$ cat config.mk
export PLATFORM = sky130hd
export DESIGN_NAME = mm_run_sequencer
export DESIGN_NICKNAME = d
export VERILOG_FILES = /design/src/rtl/mm_seq_pkg.sv /design/src/rtl/mm_seq_watchdog.sv /design/src/rtl/mm_run_sequencer.sv
export SDC_FILE = /design/constraint.sdc
export NUM_CORES = 1
export LEC_CHECK = 0
export CAP_MARGIN = 30
export CORE_ASPECT_RATIO = 1.2
export CORE_MARGIN = 2
export CORE_UTILIZATION = 40
export DETAILED_ROUTE_END_ITERATION = 16
export DONT_BUFFER_PORTS = 1
export GPL_ROUTABILITY_DRIVEN = 1
export PLACE_DENSITY_LB_ADDON = 0.3
export REMOVE_ABC_BUFFERS = 1
export SETUP_SLACK_MARGIN = 0.2
export SLEW_MARGIN = 20
export SYNTH_ARGS = -nofsm -noshare
export SYNTH_HDL_FRONTEND = slang
export SYNTH_SLANG_ARGS = --single-unit
$ cat constraint.sdc
create_clock -name clk -period 3.75 [get_ports clk]
set_input_delay 0.375 -clock clk [delete_from_list [all_inputs] [get_ports clk]]
set_output_delay 0.375 -clock clk [all_outputs]
set_load 0.02 [all_outputs]
$ cat src/rtl/mm_seq_pkg.sv
// mm_seq_pkg: shared definitions for the matrix-multiplier run sequencer.
//   STREAM_W    - width of the operand and result AXI-Stream data buses
//   WDOG_W      - width of the stall watchdog counter
//   seq_state_e - sequencer FSM state encoding
//   sat_inc8    - saturating 8-bit increment used by the run counter
package mm_seq_pkg;

    localparam int STREAM_W = 32;
    localparam int WDOG_W   = 20;

    typedef enum logic [2:0] {
        ST_IDLE = 3'd0,
        ST_SEND = 3'd1,
        ST_RECV = 3'd2,
        ST_GAP  = 3'd3,
        ST_DONE = 3'd4,
        ST_ERR  = 3'd5
    } seq_state_e;

    function automatic logic [7:0] sat_inc8(input logic [7:0] value);
        return (value == 8'hFF) ? value : value + 8'd1;
    endfunction

endpackage

$ cat src/rtl/mm_seq_watchdog.sv
// mm_seq_watchdog: stall detector for the sequencer's stream phases.
//   clk     - system clock
//   reset   - asynchronous active-high reset
//   enable  - count only while high; the count is held at zero otherwise
//   clear   - restart the count from zero (handshake or state entry)
//   expired - high during the TIMEOUT-th consecutive enabled cycle without a clear
module mm_seq_watchdog
    import mm_seq_pkg::*;
#(
    parameter logic [WDOG_W-1:0] TIMEOUT = 20'd20000
) (
    input  logic clk,
    input  logic reset,
    input  logic enable,
    input  logic clear,
    output logic expired
);

    localparam logic [WDOG_W-1:0] LAST_COUNT = TIMEOUT - WDOG_W'(1);

    logic [WDOG_W-1:0] count_q;

    // NOTE: sequential state is written with <= so every register samples
    // pre-edge values regardless of the order the simulator runs blocks in.
    always_ff @(posedge clk or posedge reset) begin
        if (reset) begin
            count_q <= '0;
        end else if (clear || !enable) begin
            count_q <= '0;
        end else begin
            count_q <= count_q + WDOG_W'(1);
        end
    end

    // Expiry does not look at clear: the caller gives a same-cycle handshake
    // priority, which also keeps this output free of a combinational loop.
    assign expired = enable && (count_q == LAST_COUNT);

endmodule

$ cat src/rtl/mm_run_sequencer.sv
// mm_run_sequencer: drives repeated test runs through the matrix multiplier.
// Each run streams IN_WORDS operand words (value = index + 1), then drains
// OUT_WORDS result words, summing them mod 2^32 and checking TLAST framing.
//   clk, reset         - system clock, asynchronous active-high reset
//   start              - level-sampled; accepted in IDLE, DONE or ERR
//   input_r_T*         - operand AXI-Stream master towards the multiplier
//   output_r_T*        - result AXI-Stream slave from the multiplier
//   busy / done        - in SEND/RECV/GAP / in DONE
//   timeout_err        - sticky watchdog abort
//   tlast_err          - sticky framing error (runs continue)
//   run_count          - completed runs since the last start (saturating)
//   result_sum         - result checksum of the last completed run
module mm_run_sequencer
    import mm_seq_pkg::*;
#(
    parameter int unsigned       IN_WORDS   = 432,
    parameter int unsigned       OUT_WORDS  = 216,
    parameter logic [7:0]        NUM_RUNS   = 8'd4,
    parameter int unsigned       GAP_CYCLES = 16,
    parameter logic [WDOG_W-1:0] TIMEOUT    = 20'd20000
) (
    input  logic                clk,
    input  logic                reset,
    input  logic                start,
    output logic                input_r_TVALID,
    output logic [STREAM_W-1:0] input_r_TDATA,
    output logic                input_r_TLAST,
    input  logic                input_r_TREADY,
    input  logic                output_r_TVALID,
    input  logic [STREAM_W-1:0] output_r_TDATA,
    input  logic                output_r_TLAST,
    output logic                output_r_TREADY,
    output logic                busy,
    output logic                done,
    output logic                timeout_err,
    output logic                tlast_err,
    output logic [7:0]          run_count,
    output logic [31:0]         result_sum
);

    localparam int IN_IDX_W  = (IN_WORDS > 1) ? $clog2(IN_WORDS) : 1;
    localparam int OUT_IDX_W = (OUT_WORDS > 1) ? $clog2(OUT_WORDS) : 1;
    localparam int GAP_W     = (GAP_CYCLES > 1) ? $clog2(GAP_CYCLES) : 1;

    localparam logic [IN_IDX_W-1:0]  IN_LAST  = IN_IDX_W'(IN_WORDS - 1);
    localparam logic [OUT_IDX_W-1:0] OUT_LAST = OUT_IDX_W'(OUT_WORDS - 1);
    localparam logic [GAP_W-1:0]     GAP_LAST = GAP_W'((GAP_CYCLES == 0) ? 0 : GAP_CYCLES - 1);

    seq_state_e state_q, state_d;

    logic [IN_IDX_W-1:0]  in_idx_q;
    logic [OUT_IDX_W-1:0] out_idx_q;
    logic [GAP_W-1:0]     gap_cnt_q;
    logic [31:0]          sum_q;
    logic [31:0]          result_sum_q;
    logic [7:0]           run_count_q;
    logic                 timeout_err_q;
    logic                 tlast_err_q;

    logic       in_hs, out_hs, in_last, out_at_last;
    logic       run_end, frame_err, runs_done, start_ok, enter_send;
    logic       wd_enable, wd_clear, wd_expired, wd_fire;
    logic [7:0] run_count_inc;

    // In SEND the operand TVALID is always high and in RECV the result TREADY
    // is always high, so a handshake reduces to the peer's signal.
    assign in_hs       = (state_q == ST_SEND) && input_r_TREADY;
    assign out_hs      = (state_q == ST_RECV) && output_r_TVALID;
    assign in_last     = (in_idx_q == IN_LAST);
    assign out_at_last = (out_idx_q == OUT_LAST);

    // A run ends on TLAST or on the final expected word, whichever comes
    // first; any disagreement between the two is a framing error.
    assign run_end       = out_hs && (output_r_TLAST || out_at_last);
    assign frame_err     = out_hs && (output_r_TLAST != out_at_last);
    assign run_count_inc = sat_inc8(run_count_q);
    assign runs_done     = (NUM_RUNS != 8'd0) && (run_count_inc == NUM_RUNS);

    assign start_ok = start && ((state_q == ST_IDLE) || (state_q == ST_DONE) ||
                                (state_q == ST_ERR));

    assign wd_enable = (state_q == ST_SEND) || (state_q == ST_RECV);
    assign wd_fire   = wd_expired && !in_hs && !out_hs;
    assign wd_clear  = in_hs || out_hs || (state_d != state_q);

    // Word counters and the running sum restart on every entry into SEND,
    // whether from a start command or from the end of a gap.
    assign enter_send = (state_d == ST_SEND) && (state_q != ST_SEND);

    mm_seq_watchdog #(
        .TIMEOUT (TIMEOUT)
    ) u_watchdog (
        .clk     (clk),
        .reset   (reset),
        .enable  (wd_enable),
        .clear   (wd_clear),
        .expired (wd_expired)
    );

    always_ff @(posedge clk or posedge reset) begin
        if (reset) begin
            state_q <= ST_IDLE;
        end else begin
            state_q <= state_d;
        end
    end

    // NOTE: every output of this block gets a default before the case so no
    // path leaves a signal unassigned, which would infer a latch.
    always_comb begin
        state_d         = state_q;
        input_r_TVALID  = 1'b0;
        input_r_TDATA   = '0;
        input_r_TLAST   = 1'b0;
        output_r_TREADY = 1'b0;
        busy            = 1'b0;
        done            = 1'b0;

        case (state_q)
            ST_IDLE, ST_DONE, ST_ERR: begin
                done = (state_q == ST_DONE);
                if (start) begin
                    state_d = ST_SEND;
                end
            end
            ST_SEND: begin
                busy           = 1'b1;
                input_r_TVALID = 1'b1;
                input_r_TDATA  = STREAM_W'(in_idx_q) + STREAM_W'(1);
                input_r_TLAST  = in_last;
                if (in_hs) begin
                    if (in_last) begin
                        state_d = ST_RECV;
                    end
                end else if (wd_fire) begin
                    state_d = ST_ERR;
                end
            end
            ST_RECV: begin
                busy            = 1'b1;
                output_r_TREADY = 1'b1;
                if (run_end) begin
                    if (runs_done) begin
                        state_d = ST_DONE;
                    end else if (GAP_CYCLES == 0) begin
                        state_d = ST_SEND;
                    end else begin
                        state_d = ST_GAP;
                    end
                end else if (wd_fire) begin
                    state_d = ST_ERR;
                end
            end
            ST_GAP: begin
                busy = 1'b1;
                if (gap_cnt_q == GAP_LAST) begin
                    state_d = ST_SEND;
                end
            end
            default: begin
                state_d = ST_IDLE;
            end
        endcase
    end

    always_ff @(posedge clk or posedge reset) begin
        if (reset) begin
            in_idx_q      <= '0;
            out_idx_q     <= '0;
            gap_cnt_q     <= '0;
            sum_q         <= '0;
            result_sum_q  <= '0;
            run_count_q   <= '0;
            timeout_err_q <= 1'b0;
            tlast_err_q   <= 1'b0;
        end else begin
            if (start_ok) begin
                run_count_q   <= '0;
                timeout_err_q <= 1'b0;
                tlast_err_q   <= 1'b0;
            end

            if (enter_send) begin
                in_idx_q  <= '0;
                out_idx_q <= '0;
                sum_q     <= '0;
            end else begin
                if (in_hs && !in_last) begin
                    in_idx_q <= in_idx_q + IN_IDX_W'(1);
                end
                if (out_hs) begin
                    sum_q     <= sum_q + output_r_TDATA;
                    out_idx_q <= out_idx_q + OUT_IDX_W'(1);
                end
            end

            if (run_end) begin
                result_sum_q <= sum_q + output_r_TDATA;
                run_count_q  <= run_count_inc;
            end
            if (frame_err) begin
                tlast_err_q <= 1'b1;
            end
            if (wd_fire) begin
                timeout_err_q <= 1'b1;
            end

            gap_cnt_q <= (state_q == ST_GAP) ? gap_cnt_q + GAP_W'(1) : '0;
        end
    end

    assign timeout_err = timeout_err_q;
    assign tlast_err   = tlast_err_q;
    assign run_count   = run_count_q;
    assign result_sum  = result_sum_q;

endmodule
==> flow_summary.json <==
{
  "cts.clk_slew.worst_paths_ns": 0.06,
  "ioPinCount": 117,
  "finalHoldViolCount": 13,
  "core-area_mm2": 0.01737,
  "grt_antenna_before_repair": 0,
  "fin_setup_tns_ns": 0,
  "final_common_cell": "dfrtp_1",
  "max_freq_mhz": 332.3,
  "stdcell_count": 1017,
  "hold_buffers": 0,
  "switching_share_pct": 26.50,
  "rrSetupSlack_ns": 0.74,
  "syn2layout_area_growth_pct": 10.57,
  "grt_setup_unrepaired": "false",
  "cpMaxStageDelayCell": "dfrtp_1",
  "synth_edf_count": 0,
  "p_int_mw": 2.391,
  "r2r_start": "sum_q[0]$_DFFE_PP0P_",
  "insertedDiodeCount": 0,
  "grtUsageTotal_pct": 18.20,
  "yosysWarnings": 0,
  "cts_setup_buffers": 0,
  "clockBufferDepth": 2,
  "yosysUniqueCellTypes": 59,
  "vias": 5473,
  "drtIter0Drc": 229,
  "dp_hpwl_um": 11580,
  "whs_ns": -0.03461,
  "hold_path.class": "input pin to async pin",
  "synth_area_mm2": 0.007052,
  "cts_resized": 0,
  "path_cells": "ha_1 > inv_1 > fa_1 > nor2b_1 > o31a_1 > a211oi_2 > o21ai_2 > o31a_1 > a221o_1 > a31oi_1 > xor2_1 > o21ai_0",
  "avgSynthCellArea_um2": 9.006,
  "final_cell_mix": "118 x dfrtp_1, 114 x nand2_1, 72 x nor2_1",
  "setup_viol": 0,
  "finalCriticalPeriod_ns": 3.010,
  "drcViolationCount": 0,
  "syn_inst": 783,
  "peakVddDrop_v": 0.0003321,
  "leakage_nw": 3.804,
  "clock_power_share_pct": 48.9,
  "grt_pass1_vias": 5422,
  "dr.pass1.iters": 4,
  "numCtsBuffers": 17,
  "drive_gt1_share_pct": 7.528,
  "initial_core_util_pct": 40.59,
  "viasPerCell": 5.382,
  "tightest_slew_ns": 0.8370,
  "fin_worst_skew_ns": 0.008252,
  "die_h_um": 149.5,
  "crit_required_ns": 4.02,
  "postRouteAntennaNets": 0,
  "status": "finished, violations left",
  "power_mw": 3.253,
  "yosys_register_bits": 118,
  "grt_pass1_wl_um": 27410,
  "io_buffer_count": 0,
  "nets": 860,
  "worst_r2r_path_depth": 12,
  "cts-root-buf": "clkbuf_16",
  "gr-total-overflow": 0,
  "seq_area_frac_synth_pct": 41.87,
  "comb_power_share_pct": 9.6,
  "routed_wl_um": 16500,
  "grt_max_degree": 61,
  "insertion_delay_ns": 0.41,
  "violations": "negative hold slack",
  "maxSlewViolCount": 0,
  "die-area_mm2": 0.01871,
  "place_congestion": 0.8284,
  "dp.cells": 985,
  "synthArstFlopShare_pct": 100.0,
  "synth_ff_type": "dfrtp_1",
  "worstPathArrival_ns": 3.27,
  "cp-start-kind": "flop",
  "endpoint_kind": "flop",
  "power_density_mw_per_mm2": 417.2,
  "path_max_fanout": 4,
  "rows": 53,
  "cts_tree": "yes",
  "wl_per_cell_um": 16.22,
  "htreeDepth": 4,
  "period_share_pct": 80.25,
  "rr_endpoint": "sum_q[24]$_DFFE_PP0P_",
  "path_common_cell": "o31a_1",
  "crit_type": "flop to flop",
  "maxSlewHeadroom_pct": 44.14,
  "seq_power_share_pct": 41.5,
  "utilization_pct": 44.88,
  "cap_violations": 0,
  "cts.sinks": 118,
  "p_switching_uw": 862.2,
  "max_stage_delay_ns": 0.38,
  "die_x_um": 125.2
}
## flip-flops by register name, summed over array words and instances (netlist names)
| signal | flops |
|---|---|
| sum_q | 32 |
| u_watchdog.count_q | 20 |
| gap_cnt_q | 4 |
| run_count | 8 |
| result_sum | 32 |
| tlast_err | 1 |
| out_idx_q | 8 |
| timeout_err | 1 |
| in_idx_q | 9 |
| state_q | 3 |
## kinds of logic (layout without fill, tap and decap cells)
group	count (synthesis)	after routing	synth area share, %
AO/OA/AOI/OAI	168	168	15.67
AND/OR/NAND/NOR	316	316	21.42
other	1	22	0.05318
flip-flops	118	118	41.87
adder cells (fa/ha/maj)	38	38	6.849
multiplexers	10	10	1.490
buffers and inverters	71	64	5.075
XOR/XNOR	61	61	7.576
## synthesized netlist by cell type (all sizes together) (4+ instances only)
cell,number,area [um^2]
mux2,4,45.04
inv,21,78.83
buf,29,200.2
and2,5,31.28
mux2i,6,60.06
dfrtp,118,2953
nor3b,8,60.06
ha,37,462.9
a22o,25,219.0
nor2b,6,37.54
and4,5,43.79
nand3b,4,30.03
and3,13,81.33
nand3,27,135.1
xnor2,32,280.3
a21oi,39,195.2
nand4,17,106.4
a21o,15,112.6
o21bai,8,60.06
clkbuf,21,78.83
nand2,114,427.9
xor2,29,254.0
nand2b,10,62.56
o21ai,45,229.0
nor3,12,65.06
or3,9,56.30
nor2,74,280.3
a31oi,6,37.54
## power groups by stage
stage | clock network, mW | registers, mW | logic [mW]
final | 1.59 | 1.35 | 0.314
after global routing | 1.68 | 1.36 | 0.355
after CTS | 1.63 | 1.35 | 0.318
after detailed placement | 0 | 1.37 | 0.316
after global placement | 0 | 1.37 | 0.313
after floorplan | 0 | 1.36 | 0.271
## metrics by stage
step	setup slack [ns]	cell area (um^2)
2_1_floorplan	0.2095	6852
3_3_place_gp	0.8047	7222
3_5_place_dp	0.7688	7222
4_1_cts	0.7449	7797
5_1_grt	0.4829	7797
6_report	0.7405	7797
## worst max-delay path: cells and delay by family (launching register included)
family                     cells  cell delay [ns]
adders and majority gates      2             0.42
buffers and inverters          1             0.07
DFF                            1             0.38
AOI/OAI and AO/OA              7             1.73
and+or+nand+nor                1             0.07
xor gates and xnor gates       1             0.19
## final cells by class
| type | instances | area [um^2] |
|---|---|---|
| Fill cell | 1752 | 9577 |
| Multi-Input combinational cell | 615 | 3830 |
| Timing Repair Buffer | 11 | 82.58 |
| Sequential cell | 118 | 2953 |
| Inverter | 21 | 81.33 |
| Clock buffer | 19 | 442.9 |
| Clock inverter | 13 | 132.6 |
| Tap cell | 220 | 275.3 |
## how the worst max path moves through the flow
stage,start,depth (start not counted),to
floorplan,state_q[1]$_DFF_PP0_,8,u_watchdog.count_q[10]$_DFF_PP0_
CTS,sum_q[0]$_DFFE_PP0P_,12,sum_q[24]$_DFFE_PP0P_
global route,sum_q[0]$_DFFE_PP0P_,12,sum_q[30]$_DFFE_PP0P_
finish,sum_q[0]$_DFFE_PP0P_,12,sum_q[24]$_DFFE_PP0P_
detailed placement,output_r_TDATA[0],12,result_sum[24]$_DFFE_PP0P_
global placement,output_r_TDATA[0],12,sum_q[24]$_DFFE_PP0P_
## per-layer routing
layer,routed length [um],global-route usage [%],up-vias
li1,-,-,2712
met3,871,4.719,19
met5,0,0,-
met4,371,7.556,0
met1,7536,22.84,2614
met2,7719,30.00,128
Power figures use the tool's default switching activity.
